<file path="config.mk">
export PLATFORM = sky130hd
export DESIGN_NAME = matmul_index_gen
export DESIGN_NICKNAME = d
export VERILOG_FILES = /design/src/rtl/matmul_index_gen.sv
export SDC_FILE = /design/constraint.sdc
export NUM_CORES = 1
export LEC_CHECK = 0
export ABC_CLOCK_PERIOD_IN_PS = 8600
export CAP_MARGIN = 10
export CORE_UTILIZATION = 45
export DETAILED_ROUTE_END_ITERATION = 6
export PLACE_DENSITY = 0.73
export SLEW_MARGIN = 30
export SYNTH_ARGS = -nofsm -noshare
export SYNTH_HDL_FRONTEND = slang
export SYNTH_SLANG_ARGS = --single-unit
</file>
<file path="constraint.sdc">
create_clock -name clk -period 8.6 [get_ports clk]
set_input_delay 0.86 -clock clk [delete_from_list [all_inputs] [get_ports clk]]
set_output_delay 0.86 -clock clk [all_outputs]
set_load 0.005 [all_outputs]
</file>
<file path="src/rtl/matmul_index_gen.sv">
// matmul_index_gen: walks the i/j/k loop nest of C = A*B (k innermost) and emits one tuple per accepted beat.
// Optional feature macro: IDXGEN_LINEAR_ADDR_EN adds incrementally computed addr_a / addr_b outputs.
module matmul_index_gen #(
    parameter int IW = 32,
    parameter int AW = 32
) (
    input  logic          clk,
    input  logic          rst,
    input  logic          start,
    input  logic [IW-1:0] dim_m,
    input  logic [IW-1:0] dim_n,
    input  logic [IW-1:0] dim_k,
    output logic          out_valid,
    input  logic          out_ready,
    output logic [IW-1:0] idx_i,
    output logic [IW-1:0] idx_j,
    output logic [IW-1:0] idx_k,
    output logic          first_k,
    output logic          last_k,
    output logic [IW-1:0] bound_k,
    output logic          busy,
`ifdef IDXGEN_LINEAR_ADDR_EN
    output logic [AW-1:0] addr_a,
    output logic [AW-1:0] addr_b,
`endif
    output logic          done
);

    typedef enum logic [1:0] {
        ST_IDLE = 2'd0,
        ST_RUN  = 2'd1,
        ST_DONE = 2'd2
    } state_t;

    if (IW < 1 || AW < 1) begin : g_bad_width
        $error("matmul_index_gen: IW and AW must be at least 1");
    end

    state_t        state_q, state_d;
    logic [IW-1:0] dim_m_q, dim_m_d, dim_n_q, dim_n_d, dim_k_q, dim_k_d;
    logic [IW-1:0] idx_i_q, idx_i_d, idx_j_q, idx_j_d, idx_k_q, idx_k_d;
    logic          out_valid_q, out_valid_d, busy_q, busy_d, done_q, done_d;
    logic          first_k_q, first_k_d, last_k_q, last_k_d;
    logic          k_wrap_s, j_wrap_s, i_wrap_s;
    logic [IW-1:0] k_next_s;
`ifdef IDXGEN_LINEAR_ADDR_EN
    logic [AW-1:0] addr_a_q, addr_a_d, addr_b_q, addr_b_d, row_base_q, row_base_d;
`endif

    assign k_wrap_s = (idx_k_q == dim_k_q - IW'(1));
    assign j_wrap_s = (idx_j_q == dim_n_q - IW'(1));
    assign i_wrap_s = (idx_i_q == dim_m_q - IW'(1));
    assign k_next_s = k_wrap_s ? {IW{1'b0}} : idx_k_q + IW'(1);

    // Next-state and next-output computation for the sweep FSM.
    always_comb begin
        state_d     = state_q;
        dim_m_d     = dim_m_q;
        dim_n_d     = dim_n_q;
        dim_k_d     = dim_k_q;
        idx_i_d     = idx_i_q;
        idx_j_d     = idx_j_q;
        idx_k_d     = idx_k_q;
        out_valid_d = out_valid_q;
        busy_d      = busy_q;
        done_d      = 1'b0;
        first_k_d   = first_k_q;
        last_k_d    = last_k_q;
`ifdef IDXGEN_LINEAR_ADDR_EN
        addr_a_d    = addr_a_q;
        addr_b_d    = addr_b_q;
        row_base_d  = row_base_q;
`endif
        case (state_q)
            ST_IDLE: begin
                out_valid_d = 1'b0;
                busy_d      = 1'b0;
                first_k_d   = 1'b0;
                last_k_d    = 1'b0;
                if (start) begin
                    if (dim_m == '0 || dim_n == '0 || dim_k == '0) begin
                        state_d = ST_DONE;
                        done_d  = 1'b1;
                    end else begin
                        state_d     = ST_RUN;
                        dim_m_d     = dim_m;
                        dim_n_d     = dim_n;
                        dim_k_d     = dim_k;
                        idx_i_d     = '0;
                        idx_j_d     = '0;
                        idx_k_d     = '0;
                        out_valid_d = 1'b1;
                        busy_d      = 1'b1;
                        first_k_d   = 1'b1;
                        last_k_d    = (dim_k == IW'(1));
`ifdef IDXGEN_LINEAR_ADDR_EN
                        addr_a_d    = '0;
                        addr_b_d    = '0;
                        row_base_d  = '0;
`endif
                    end
                end else begin
                    state_d = ST_IDLE;
                end
            end
            ST_RUN: begin
                if (out_ready) begin
                    idx_k_d   = k_next_s;
                    first_k_d = (k_next_s == '0);
                    last_k_d  = (k_next_s == dim_k_q - IW'(1));
`ifdef IDXGEN_LINEAR_ADDR_EN
                    addr_a_d  = addr_a_q + AW'(1);
                    addr_b_d  = addr_b_q + AW'(dim_n_q);
`endif
                    if (k_wrap_s) begin
                        if (j_wrap_s) begin
                            idx_j_d = '0;
`ifdef IDXGEN_LINEAR_ADDR_EN
                            // New row: i*K advances by K, which is exactly the next linear A address.
                            row_base_d = addr_a_q + AW'(1);
                            addr_b_d   = '0;
`endif
                            if (i_wrap_s) begin
                                state_d     = ST_DONE;
                                out_valid_d = 1'b0;
                                busy_d      = 1'b0;
                                done_d      = 1'b1;
                                first_k_d   = 1'b0;
                                last_k_d    = 1'b0;
                            end else begin
                                idx_i_d = idx_i_q + IW'(1);
                            end
                        end else begin
                            idx_j_d = idx_j_q + IW'(1);
`ifdef IDXGEN_LINEAR_ADDR_EN
                            // Same row, next column: A restarts at the row base, B at column j+1.
                            addr_a_d = row_base_q;
                            addr_b_d = AW'(idx_j_q) + AW'(1);
`endif
                        end
                    end else begin
                        idx_j_d = idx_j_q;
                    end
                end else begin
                    state_d = ST_RUN;
                end
            end
            ST_DONE: begin
                state_d     = ST_IDLE;
                out_valid_d = 1'b0;
                busy_d      = 1'b0;
                first_k_d   = 1'b0;
                last_k_d    = 1'b0;
            end
            default: begin
                state_d     = ST_IDLE;
                out_valid_d = 1'b0;
                busy_d      = 1'b0;
                first_k_d   = 1'b0;
                last_k_d    = 1'b0;
            end
        endcase
    end

    // State, latched dimensions and registered outputs.
    always_ff @(posedge clk) begin
        if (rst) begin
            state_q     <= ST_IDLE;
            dim_m_q     <= '0;
            dim_n_q     <= '0;
            dim_k_q     <= '0;
            idx_i_q     <= '0;
            idx_j_q     <= '0;
            idx_k_q     <= '0;
            out_valid_q <= 1'b0;
            busy_q      <= 1'b0;
            done_q      <= 1'b0;
            first_k_q   <= 1'b0;
            last_k_q    <= 1'b0;
`ifdef IDXGEN_LINEAR_ADDR_EN
            addr_a_q    <= '0;
            addr_b_q    <= '0;
            row_base_q  <= '0;
`endif
        end else begin
            state_q     <= state_d;
            dim_m_q     <= dim_m_d;
            dim_n_q     <= dim_n_d;
            dim_k_q     <= dim_k_d;
            idx_i_q     <= idx_i_d;
            idx_j_q     <= idx_j_d;
            idx_k_q     <= idx_k_d;
            out_valid_q <= out_valid_d;
            busy_q      <= busy_d;
            done_q      <= done_d;
            first_k_q   <= first_k_d;
            last_k_q    <= last_k_d;
`ifdef IDXGEN_LINEAR_ADDR_EN
            addr_a_q    <= addr_a_d;
            addr_b_q    <= addr_b_d;
            row_base_q  <= row_base_d;
`endif
        end
    end

    assign out_valid = out_valid_q;
    assign busy      = busy_q;
    assign done      = done_q;
    assign idx_i     = idx_i_q;
    assign idx_j     = idx_j_q;
    assign idx_k     = idx_k_q;
    assign first_k   = first_k_q;
    assign last_k    = last_k_q;
    assign bound_k   = dim_k_q;
`ifdef IDXGEN_LINEAR_ADDR_EN
    assign addr_a    = addr_a_q;
    assign addr_b    = addr_b_q;
`endif

endmodule

</file>
==> results, run 1 <==
- The flow ran to the end, and the final reports show no timing, DRC or antenna violations.
- After synthesis the cells add up to 0.0136 mm².
- Across every metal layer, demand over resource in global routing totals 0.292.
- 233 I/O pins were placed.
- The final HPWL from detailed placement is 34900 µm.
- The Yosys step of the flow raised 0 warnings.
- The overall routed net length is 45800 µm.
- The die is 176 µm wide.
- Routed signal wires occupy layers up through met4.
- The height of the die is 176 µm.
- The first TritonRoute pass finished after 6 iterations.
- The startpoint class of the critical path is a register.
- The static leakage power is 5.91 nW.
- The slack of the worst reg-to-reg path is 3.35 ns.
- The share of total power dissipated in sequential elements is 0.413.
- Of the cells placed in the final design, the portion with a size suffix greater than 1 is 0.0512.
- The synthesis-to-layout area growth is 22.8%.
- The wire length of the first global-routing pass is 70900 µm.
- The number of setup buffers added after CTS is 0.
- The final net count is 1989.
- The site row count is 63.
- The setup violation total in the final timing report is 0.
- The post-synthesis net count is 1834.
- The TritonCTS clock tree is built.
- Gates resized during post-CTS repair numbered 0.
- The depth of the worst register-to-register path is 12.
- Counting along the longest clock path gives a buffer depth of 2.
- The period utilization is 0.610.
- The post-detailed-route count of antenna-violating nets is 0.
- The vias per cell is 6.09.
- Yosys mapped the design onto 82 distinct sky130hd cell types.
- The share of total power dissipated in combinational logic is 0.235.
- After detailed routing, the average wire length per cell comes to 20.0 µm.
- The wire length on met1 is 21200 µm.
- Summed over all nets, the switching power comes to 810 µW.
- Leaving out filler cells and counting taps, the final layout contains 2288.
- On the final layout, the worst clock skew is 0.0200 ns.
- Timing would allow up to 191 MHz.
- Data on the critical path is required at its endpoint by 8.98 ns.
- The minimum clock period is 5.25 ns.
- The maximum number of pins on one net before global-route repair is 85.
- The mean area per synthesized cell is 7.85 µm².
- Of the total power, the clock network draws 0.352.
- Buffers inserted during clock tree synthesis total 17.
- In the routed design, unresolved DRC markers number 0.
- Dividing total power by cell area gives a power density of 148 mW/mm².
- Setup repair after global routing left no endpoint under its margin.
- The start of the worst register-to-register path is bound_k[7]$_SDFFE_PP0P_.
- After layout, the worst setup slack is 3.35 ns.
- The final weighted congestion of routability-driven global placement is 1.01.
- The via count of the first global-routing pass came to 12.6k.
- The tightest slew margin relative to the limit is 0.410.
- Synthesis inferred 198 register bits.
- The final count of hold timing violations came to 0.
- The initial utilization of the core area, before any placement, comes to 0.458.
- The length of routed met3 wiring is 4210 µm.
- The switching power share of the total is 0.329.
- The number of enable flip-flop cells after synthesis is 0.
- The min-delay analysis places its worst path in the category reg -> reg.
- The count of input and output buffers is 232.
- The most instantiated flip-flop cell in the synthesis netlist is dfxtp_1.
- After routing, the total negative slack on setup checks comes to 0 ns.
- CTS built an H-tree with a depth of 4.
- Counting tap cells, the placed design contains a total of 2254 instances.
- The clock drives 198 sinks.
- The number of antenna violations at the first check in global routing is 2.
- STA classifies the critical path endpoint as a register.
- Data arrives at the worst endpoint at 5.63 ns.
- The worst IR drop on VDD is 0.000133 V.
- The endpoint identified for the worst register-to-register timing path is idx_j[24]$_SDFFE_PP0P_.
- Summing over every cut layer, the via total after detailed routing is 13.9k.
- The clock root buffer is clkbuf_16.
- The endpoint of the worst hold-timing path is first_k$_SDFFE_PP0N_.
- The internal power summed over all cells is 1.65 mW.
- The sequential area share after synthesis is 0.292.
- After technology mapping, the gate count stands at 1728.
- The number of buffers inserted for hold repair after clock tree synthesis is 0.
- After floorplanning, the core was sized to cover 0.0296 mm².
- In the detailed route, the total length drawn on met2 is 19400 µm.
- The clock insertion delay at the later pin of the skew report is 0.46 ns.
- For this run, asynchronously set or reset flops after synthesis account for 0.
- The max-capacitance violation count is 0.
- For this run the aggregate overflow at the end of global routing stands at 0.
- The post-place setup slack is 3.47 ns.
- Along the worst path, the maximum fanout reaches 24.
- The worst hold path cell count is 1.
- The filler cell count in the final layout is 2815.
- The startpoint of the tightest hold check path is first_k$_SDFFE_PP0N_.
- The number of DRC violations after detailed-routing iteration 0 is 1313.
- The area of the die is 0.0309 mm².
- The number of pins with negative max-slew slack in the final report was 0.
- The actual slew at the worst max-slew pin is 0.877 ns.
- The worst setup path is of the reg -> reg kind.
- The register clock-pin slew on the reported worst setup and hold paths is 0.08 ns.
[layer usage]
metal / track usage / up-vias
li1: - / 6622
met1: 0.430 / 6615
met2: 0.425 / 634
met3: 0.0552 / 73
met4: 0.0877 / 0
met5: 0 / -
[cells in the final DEF (no fill, tap or decap), types with 6 or more instances in the layout]
master / n
and3_1: 25
clkbuf_16: 17
a21o_1: 6
dfxtp_1: 198
a21oi_1: 71
nor4_2: 8
a22oi_1: 13
buf_4: 9
or2_2: 12
o31ai_1: 8
nand4_1: 43
inv_1: 42
o311ai_0: 7
a211oi_1: 7
nor4_1: 82
and4_1: 14
nor2b_1: 8
xor2_1: 69
nor4b_1: 6
a31o_2: 9
o22ai_1: 8
clkdlybuf4s50_1: 231
nand3_1: 64
nor2_1: 250
nor3_1: 66
or3_1: 43
and2_1: 8
o221ai_1: 7
o211ai_1: 6
ha_1: 6
xnor2_1: 127
nand2_1: 102
o21ai_0: 51
or4_1: 24
nand2b_1: 12
nand4b_1: 11
mux2i_1: 104
[flip-flops by register name, indices dropped and copies added, names as in the netlist]
| signal | count |
|---|---|
| first_k | 1 |
| idx_i | 32 |
| done | 1 |
| last_k | 1 |
| bound_k | 32 |
| dim_n_q | 32 |
| state_q | 2 |
| busy | 1 |
| idx_j | 32 |
| dim_m_q | 32 |
| idx_k | 32 |
[kinds of logic (layout without fill, tap and decap cells)]
group                      count (synthesis)  after routing  share of synthesized area
AOI/OAI and AO/OA                        258            258                      0.128
other                                      0              2                          0
buffers and inverters                    146            314                     0.0437
and+or+nand+nor                          814            814                      0.319
DFF                                      198            198                      0.292
xor gates and xnor gates                 200            200                      0.133
adders and majority gates                  6              6                    0.00553
muxes                                    106            106                     0.0784
[stage by stage]
step	area, µm²	utilization	power (mW)	hold WS (ns)
CTS	16700	0.562	2.46	0.526
floorplan	13600	-	1.40	0.481
global route	16700	0.562	2.56	0.538
global placement	16000	0.540	1.59	0.495
detailed placement	16000	0.541	1.60	0.495
finish	16700	0.562	2.46	0.534
[Yosys cell counts, types with 8 or more instances]
| master | n | area (µm²) |
|---|---|---|
| nor2_1 | 252 | 946 |
| dfxtp_1 | 198 | 3960 |
| xnor2_1 | 127 | 1110 |
| mux2i_1 | 104 | 1040 |
| nand2_1 | 103 | 387 |
| clkbuf_1 | 83 | 312 |
| nor4_1 | 83 | 519 |
| a21oi_1 | 71 | 355 |
| xor2_1 | 69 | 604 |
| nor3_1 | 66 | 330 |
| nand3_1 | 65 | 325 |
| o21ai_0 | 51 | 255 |
| nand4_1 | 43 | 269 |
| or3_1 | 43 | 269 |
| inv_1 | 42 | 158 |
| and3_1 | 25 | 156 |
| or4_1 | 24 | 180 |
| and4_1 | 14 | 123 |
| a22oi_1 | 13 | 97.6 |
| nand2b_1 | 12 | 75.1 |
| or2_2 | 12 | 75.1 |
| nand4b_1 | 11 | 96.3 |
| a31o_2 | 9 | 78.8 |
| buf_2 | 9 | 45.0 |
| and2_1 | 8 | 50.1 |
| nor2b_1 | 8 | 50.1 |
| o22ai_1 | 8 | 50.1 |
| o31ai_1 | 8 | 60.1 |
[how the worst max path moves through the flow]
| stage | start | endpoint | slack [ns] | cells past startpoint |
|---|---|---|---|---|
| 2_1_floorplan | bound_k[0]$_SDFFE_PP0P_ | idx_j[24]$_SDFFE_PP0P_ | 4.07 | 15 |
| 3_3_place_gp | dim_k[12] | idx_j[24]$_SDFFE_PP0P_ | 3.27 | 11 |
| 3_5_place_dp | bound_k[7]$_SDFFE_PP0P_ | idx_j[24]$_SDFFE_PP0P_ | 3.47 | 12 |
| 4_1_cts | bound_k[7]$_SDFFE_PP0P_ | idx_j[24]$_SDFFE_PP0P_ | 3.43 | 12 |
| 5_1_grt | bound_k[0]$_SDFFE_PP0P_ | idx_j[24]$_SDFFE_PP0P_ | 3.14 | 14 |
| 6_report | bound_k[7]$_SDFFE_PP0P_ | idx_j[24]$_SDFFE_PP0P_ | 3.35 | 12 |
[final cells by class]
| type | instances | area [µm²] | area share |
|---|---|---|---|
| Multi-Input combinational cell | 1384 | 9040 | 0.542 |
| Clock buffer | 17 | 425 | 0.0255 |
| Sequential cell | 198 | 3960 | 0.238 |
| Tap cell | 390 | 488 | 0.0293 |
| Antenna cell | 2 | 5.00 | 0.000300 |
| Clock inverter | 15 | 208 | 0.0125 |
| Inverter | 42 | 158 | 0.00946 |
| Timing Repair Buffer | 240 | 2380 | 0.143 |
[worst max-delay path, stage by stage, from the launching register on]
cell and delay, ns:
dfxtp_1 0.48, nor4_2 0.70, nand4_2 0.42, nor4_1 0.40
xor2_1 0.42, xor2_1 0.16, or4_4 0.55, nor4_4 0.39
o21ai_2 0.07, buf_4 0.23, or4_1 0.67, or4_1 0.53
a21oi_1 0.15
[power groups by stage]
stage | Combinational, mW | Clock (mW) | Sequential, mW
after floorplan | 0.402 | 0 | 1.00
after global placement | 0.561 | 0 | 1.03
after detailed placement | 0.564 | 0 | 1.03
after CTS | 0.568 | 0.876 | 1.01
after global routing | 0.623 | 0.918 | 1.02
final | 0.579 | 0.866 | 1.01
No activity file was read; power rests on OpenSTA's default activity.
==> run 2, diff against run 1 <==
--- a/config.mk
+++ b/config.mk
@@ -5,11 +5,11 @@
 export SDC_FILE = /design/constraint.sdc
 export NUM_CORES = 1
 export LEC_CHECK = 0
-export ABC_CLOCK_PERIOD_IN_PS = 8600
+export ABC_CLOCK_PERIOD_IN_PS = 4350
 export CAP_MARGIN = 10
 export CORE_UTILIZATION = 45
 export DETAILED_ROUTE_END_ITERATION = 6
-export PLACE_DENSITY = 0.73
+export PLACE_DENSITY = 0.75
 export SLEW_MARGIN = 30
 export SYNTH_ARGS = -nofsm -noshare
 export SYNTH_HDL_FRONTEND = slang
==> constraint.sdc (replaced) <==
create_clock -name clk -period 4.35 [get_ports clk]
set_input_delay 0.435 -clock clk [delete_from_list [all_inputs] [get_ports clk]]
set_output_delay 0.435 -clock clk [all_outputs]
set_load 0.005 [all_outputs]
==> run 2 against run 1 <==
Compared with the run above: wire length grew 5.3%; core utilization grew 3.9 points; critical path depth shrank 1; sequential share of layout area shrank 1.5 points; largest power group unchanged; sequential cell count is the same.
==> results, run 2 (synthesis gave the netlist of run 1 again) <==
- The number of buffers inserted for hold repair after clock tree synthesis is 0.
- The initial utilization of the core area, before any placement, comes to 0.458.
- The clock drives 198 sinks.
- The core footprint is 0.0296 mm².
- The site row count is 63.
- The area of all placed cells without fillers is 0.0178 mm².
- The final worst clock skew is 0.0197 ns.
- For this run, the number of standard cells in the final layout without fillers is 2414.
- The number of pins with negative max-slew slack in the final report is 0.
- The number of DRC violations after detailed-routing iteration 0 is 1548.
- The setup violation total in the final timing report is 0.
- The library cell used most frequently in the layout, excluding fill and tap cells, is nor2_1.
- Traced cell by cell, the critical path runs through or4_1, or3_1, a2111oi_2, o32ai_1, or4_1, or4_4, a311oi_4, o221ai_4, or2_1, or3_1, a21oi_1.
- The sum of negative setup slack is 0 ns.
- The share of final-layout standard cells stronger than drive strength 1 is 0.122.
- At the end of routability-driven placement, the weighted congestion stood at 0.971.
- The startpoint class of the critical path is a register.
- The first global-routing pass estimated 75000 µm of wire.
- The worst setup path is captured at a register.
- The slack of the critical path is 0.0548 ns.
- The flow ran to the end, and the final reports show no timing, DRC or antenna violations.
- The final count of hold timing violations was 0.
- The clock tree synthesis step divided the H-tree into 4 levels.
- The via count of the first global-routing pass is 13.7k.
- The actual slew at the worst max-slew pin is 0.844 ns.
- During placement, the flow inserted port buffers numbering 232.
- The overflow left after global routing is 0.
- The clock insertion delay at the later pin of the skew report is 0.46 ns.
- The maximum frequency from static timing analysis is 233 MHz.
- For this run, the post-layout net count is 2116.
- The number of placed instances, taps included is 2375.
- The worst register-to-register path has a setup slack of 0.05 ns.
- The vias per cell is 6.05.
- From synthesis to final layout, the design area changed by 31.3%.
- The first detailed-routing pass ran for 6 iterations.
- The final HPWL from detailed placement is 36900 µm.
- The largest single stage delay on the critical path is 0.59 ns.
- The height of the die is 176 µm.
- The worst-case IR drop observed on VDD is 0.000269 V.
- Of all nets on the critical path, the largest fanout is 10.
- In the global route stage, overall resource usage came out at 0.307.
- The static leakage power is 6.61 nW.
- Across all layers, the routed design uses 14.6k vias.
- The routed design has 48200 µm of wire.
- Entering global routing, the biggest net connects 79 pins.
- In this run the remaining antenna-violating nets after routing total 0.
- The TritonCTS clock tree is built.
- The per-cell routed wire length is 20.0 µm.
- Data on the critical path arrives at its endpoint at 4.68 ns.
- The post-place setup slack is -0.0403 ns.
- The maximum clock insertion buffer count is 2.
- The worst hold-check slack is 0.508 ns.
- Counting the buffers created by CTS gives 17.
- The minimum clock period is 4.30 ns.
- Clock tree synthesis selected as its root buffer the cell clkbuf_16.
- The DRC violation count after routing is 0.
- The buffers plus inverters on the worst setup path is 0.
- The total cell area at the placement stage is 0.0170 mm².
- The path type of the worst setup path is reg -> reg.
- In this run the power density over the cells is 281 mW/mm².
- At the worst endpoint, the required time is 4.74 ns.
- The floorplan step set the die width to 176 µm.
- The total power is 5.01 mW.
- The kind of path behind the tightest hold check is in -> reg.
- The floorplan step defined a die boundary enclosing 0.0309 mm².
- The max-capacitance violation count is 0.
- The final core area utilization is 0.601.
- After clock tree synthesis, the clock-pin slew on the worst setup and hold paths is 0.09 ns.
- The kind of cell with the highest combined delay along the critical path is simple AND/OR/NAND/NOR gates.
- The worst pin sits at a relative slew slack of 0.437.
- Leaving out fill and tap cells, the most frequent cells in the layout are nor2_1, clkdlybuf4s50_1, dfxtp_1.
- The number of antenna violations at the first check in global routing is 1.
- In the finished design, the share of the clock period the worst path needs comes to 0.987.
- The number of ports placed on the die boundary is 233.
- The worst-path cell with the longest stage delay is or4_1.
## run 2: cell types whose count changed in the layout (fill, tap and decap cells not counted), sizes merged
cell / previous run / this run
buf: 9 / 136
bufinv: 2 / 0
clkbuf: 17 / 18
clkinvlp: 1 / 0
diode: 2 / 1
inv: 47 / 49
## run 2: report_power, final
part	internal (mW)	switching [mW]
Clock	0.798	0.868
Sequential	1.87	0.0790
Combinational	0.636	0.751
## run 2: final timing paths
kind / cells past startpoint / to / from
hold reg to reg: 1 / first_k$_SDFFE_PP0N_ / first_k$_SDFFE_PP0N_
setup / recovery: 11 / idx_i[22]$_SDFFE_PP0P_ / dim_n_q[16]$_SDFFE_PP0P_
hold / removal: 2 / dim_m_q[27]$_SDFFE_PP0P_ / rst
setup reg to reg: 11 / idx_i[22]$_SDFFE_PP0P_ / dim_n_q[16]$_SDFFE_PP0P_
## run 2: cell type report
type	count	area [µm²]
fill	2676	11800
multi-input combinational	1384	9200
sequential	198	3970
timing repair buffer	367	3390
tap	390	488
clock buffer	18	439
clock inverter	14	170
inverter	42	158
antenna	1	2.50
## run 2: per-layer routing
metal  track usage  vias to the layer above  part of all wire
li1              -                     6874                 -
met1         0.433                     6899              0.45
met2         0.477                      743              0.44
met5             0                        -                 0
met3        0.0489                       96             0.088
met4        0.0986                        0             0.025
## run 2: what timing repair did
| item | CTS | global route |
|---|---|---|
| endpoints found under the setup margin | 17 | 76 |
| pin swaps | 2 | 11 |
| gates resized for setup | 2 | 31 |
| buffers inserted | 2 | 4 |
| gates cloned | 0 | 0 |
## run 2: worst reg2reg max path, cell delays in order (launching register included)
cell,delay (ns)
dfxtp_1,0.31
or4_1,0.59
or3_1,0.39
a2111oi_2,0.30
o32ai_1,0.13
or4_1,0.57
or4_4,0.54
a311oi_4,0.30
o221ai_4,0.20
or2_1,0.37
or3_1,0.38
a21oi_1,0.14
==> run 3, diff against run 2 <==
--- a/config.mk
+++ b/config.mk
@@ -5,11 +5,11 @@
 export SDC_FILE = /design/constraint.sdc
 export NUM_CORES = 1
 export LEC_CHECK = 0
-export ABC_CLOCK_PERIOD_IN_PS = 4350
+export ABC_CLOCK_PERIOD_IN_PS = 5510
 export CAP_MARGIN = 10
 export CORE_UTILIZATION = 45
 export DETAILED_ROUTE_END_ITERATION = 6
-export PLACE_DENSITY = 0.75
+export PLACE_DENSITY = 0.73
 export SLEW_MARGIN = 30
 export SYNTH_ARGS = -nofsm -noshare
 export SYNTH_HDL_FRONTEND = slang
==> constraint.sdc (replaced) <==
create_clock -name clk -period 5.51 [get_ports clk]
set_input_delay 0.551 -clock clk [delete_from_list [all_inputs] [get_ports clk]]
set_output_delay 0.551 -clock clk [all_outputs]
set_load 0.005 [all_outputs]
==> run 3 against run 2 <==
Compared with the run above: worst hold slack gained 0.0032 ns; largest cell class unchanged; core utilization shrank 3.5 points; critical endpoint is now idx_j[24]$_SDFFE_PP0P_; highest routed layer unchanged; critical path type unchanged; fmax shrank 15%; global-route usage shrank 0.53 points.
==> results, run 3 (synthesis gave the netlist of run 1 again) <==
- The flow ran to the end, and the final reports show no timing, DRC or antenna violations.
- The number of antenna violations at the first check in global routing is 2.
- After clock tree synthesis, the repair step resized 0 gates.
- Setup repair after global routing left no endpoint under its margin.
- The clock insertion delay at the later pin of the skew report is 0.46 ns.
- The share of final-layout standard cells stronger than drive strength 1 is 0.0580.
- Port buffering added 232 buffers.
- The internal power summed over all cells is 2.56 mW.
- In the finished design, the share of the clock period the worst path needs comes to 0.912.
- The actual slew at the worst max-slew pin is 0.901 ns.
- The worst register-to-register path begins at bound_k[7]$_SDFFE_PP0P_.
- The synthesis-to-layout area growth is 23.6%.
- The endpoint required time on the critical path is 5.89 ns.
- Entering global routing, the biggest net connects 85 pins.
- The combinational share of power is 0.243.
- The slack of the worst reg-to-reg path is 0.49 ns.
- Tracing the worst setup path back leads to its startpoint at bound_k[7]$_SDFFE_PP0P_.
- The final count of hold timing violations is 0.
- Of the total power, the share spent switching nets is 0.335.
- The number of iterations in the first detailed-routing pass is 5.
- The number of buffers inserted for hold repair after clock tree synthesis is 0.
- TritonCTS built the clock tree.
- The total overflow left after global routing is 0.
- In the routed design, unresolved DRC markers number 0.
- The detail route stage leaves a number of antenna-violating nets equal to 0.
- The number of ports placed on the die boundary is 233.
- Detailed routing inserted a total of 14.1k vias.
- For this configuration, the core starts out at a cell density of 0.458.
- The critical path is of the reg -> reg type.
- The area of all placed cells without fillers is 0.0168 mm².
- The number of setup buffers added after CTS is 0.
- The endpoint of the lowest-slack register-to-register path is idx_j[24]$_SDFFE_PP0P_.
- The power per standard cell area is 229 mW/mm².
- The maximum clock insertion buffer count is 2.
- The kind of path behind the tightest hold check is reg -> reg.
- The endpoint type of the worst setup path is a register.
- Setup violations remaining at the end of the flow were counted as 0.
- The minimum clock period is 5.02 ns.
- The timing endpoint of the critical path is idx_j[24]$_SDFFE_PP0P_.
- At the end of routability-driven placement, the weighted congestion stood at 0.988.
- Row generation in the floorplan step produced 63 rows.
- The startpoint class of the critical path is a register.
- The die is 176 µm wide.
- The register clock-pin slew on the reported worst setup and hold paths is 0.08 ns.
- The number of clock buffers added by TritonCTS is 17.
- The switching component of the power is 1.29 mW.
- The die covers 0.0309 mm².
- The total track usage is 0.302.
- Measured on the finished design, the core utilization comes to 0.566.
- The library cell used most frequently in the layout, excluding fill and tap cells, is nor2_1.
- For this design the static power due to leakage is 6.00 nW.
- In the layout the commonest cells are nor2_1, clkdlybuf4s50_1, dfxtp_1.
- The final net count is 2008.
- The maximum net fanout on the critical path is 8.
- The tightest slew margin relative to the limit is 0.394.
- The worst IR drop on VDD is 0.000218 V.
- The via count of the first global-routing pass was 13.0k.
- The maximum frequency from static timing analysis is 199 MHz.
- The clock root buffer is clkbuf_16.
- The max-capacitance violation count is 0.
- The worst register-to-register path has a depth of 11.
- Dividing the detail-routed via count by the number of cells gives 6.09.
- The fraction of power consumed by sequential logic is 0.410.
- The CTS sink count is 198.
- In this run, the number of DRC markers left after iteration 0 of detailed routing was 1168.
- On the final layout, the worst clock skew is 0.0216 ns.
- Counting instances, the worst hold path has a depth of 1.
- The overall routed net length is 47400 µm.
- The final HPWL from detailed placement is 36100 µm.
- The clock power share is 0.346.
- The data arrival time of the critical path is 5.40 ns.
- In the final routed layout, each cell accounts on average for 20.5 µm.
- Once placement finished, the instance area stood at 0.0162 mm².
- The number of pins with negative max-slew slack in the final report is 0.
- The first global-routing pass estimated 73100 µm of wire.
- The core footprint is 0.0296 mm².
- The number of H-tree levels is 4.
- In this run the vertical extent of the chip is 176 µm.
- The sum of negative setup slack is 0 ns.
[run 3: cell types whose count changed in the layout (fill, tap and decap cells not counted), sizes merged]
cell | before | now
bufinv | 0 | 1
diode | 1 | 2
clkinvlp | 0 | 1
clkinv | 7 | 5
buf | 136 | 28
[run 3: worst min path at each step]
stage / startpoint / to / slack [ns]
2_1_floorplan: dim_m_q[31]$_SDFFE_PP0P_ / dim_m_q[31]$_SDFFE_PP0P_ / 0.48
3_3_place_gp: first_k$_SDFFE_PP0N_ / first_k$_SDFFE_PP0N_ / 0.49
3_5_place_dp: first_k$_SDFFE_PP0N_ / first_k$_SDFFE_PP0N_ / 0.49
4_1_cts: first_k$_SDFFE_PP0N_ / first_k$_SDFFE_PP0N_ / 0.52
5_1_grt: first_k$_SDFFE_PP0N_ / first_k$_SDFFE_PP0N_ / 0.54
6_report: first_k$_SDFFE_PP0N_ / first_k$_SDFFE_PP0N_ / 0.51
[run 3: critical path, cell delays in order (launching register included)]
cell	delay [ns]
dfxtp_1	0.31
or4_1	0.66
or3_1	0.36
nor4_1	0.72
xnor2_1	0.19
o2111ai_1	0.15
or4b_1	0.68
nor4_4	0.39
o21ai_2	0.13
or4_1	0.66
or4_1	0.54
a21oi_1	0.16
[run 3: metrics by stage]
| step | total power, mW | hold WS (ns) | cells | worst slack (ns) |
|---|---|---|---|---|
| finish | 3.85 | 0.511 | 2307 | 0.485 |
| floorplan | 2.19 | 0.481 | 1728 | 0.979 |
| global route | 4.00 | 0.543 | 2305 | 0.308 |
| global placement | 2.52 | 0.494 | 2273 | 0.694 |
| detailed placement | 2.52 | 0.486 | 2273 | 0.603 |
| CTS | 3.85 | 0.516 | 2305 | 0.565 |
[run 3: routing by layer]
layer,global-route usage,wire length (µm),vias up
li1,-,-,6655
met4,0.0833,909,0
met5,0,0,-
met3,0.0558,4140,58
met1,0.437,21900,6715
met2,0.454,20400,626
[run 3: final cells by class]
cell class	count	area, µm²
Clock inverter	14	178
Tap cell	390	488
Timing Repair Buffer	259	2520
Fill cell	2790	12900
Antenna cell	2	5.00
Sequential cell	198	3960
Clock buffer	18	439
Multi-Input combinational cell	1384	9020
Inverter	42	158
[run 3: power by group through the flow]
stage / clock network, mW / logic [mW] / registers (mW)
CTS: 1.35 / 0.920 / 1.57
floorplan: 0 / 0.628 / 1.56
detailed placement: 0 / 0.914 / 1.61
finish: 1.33 / 0.936 / 1.58
global placement: 0 / 0.910 / 1.61
global route: 1.41 / 1.01 / 1.59
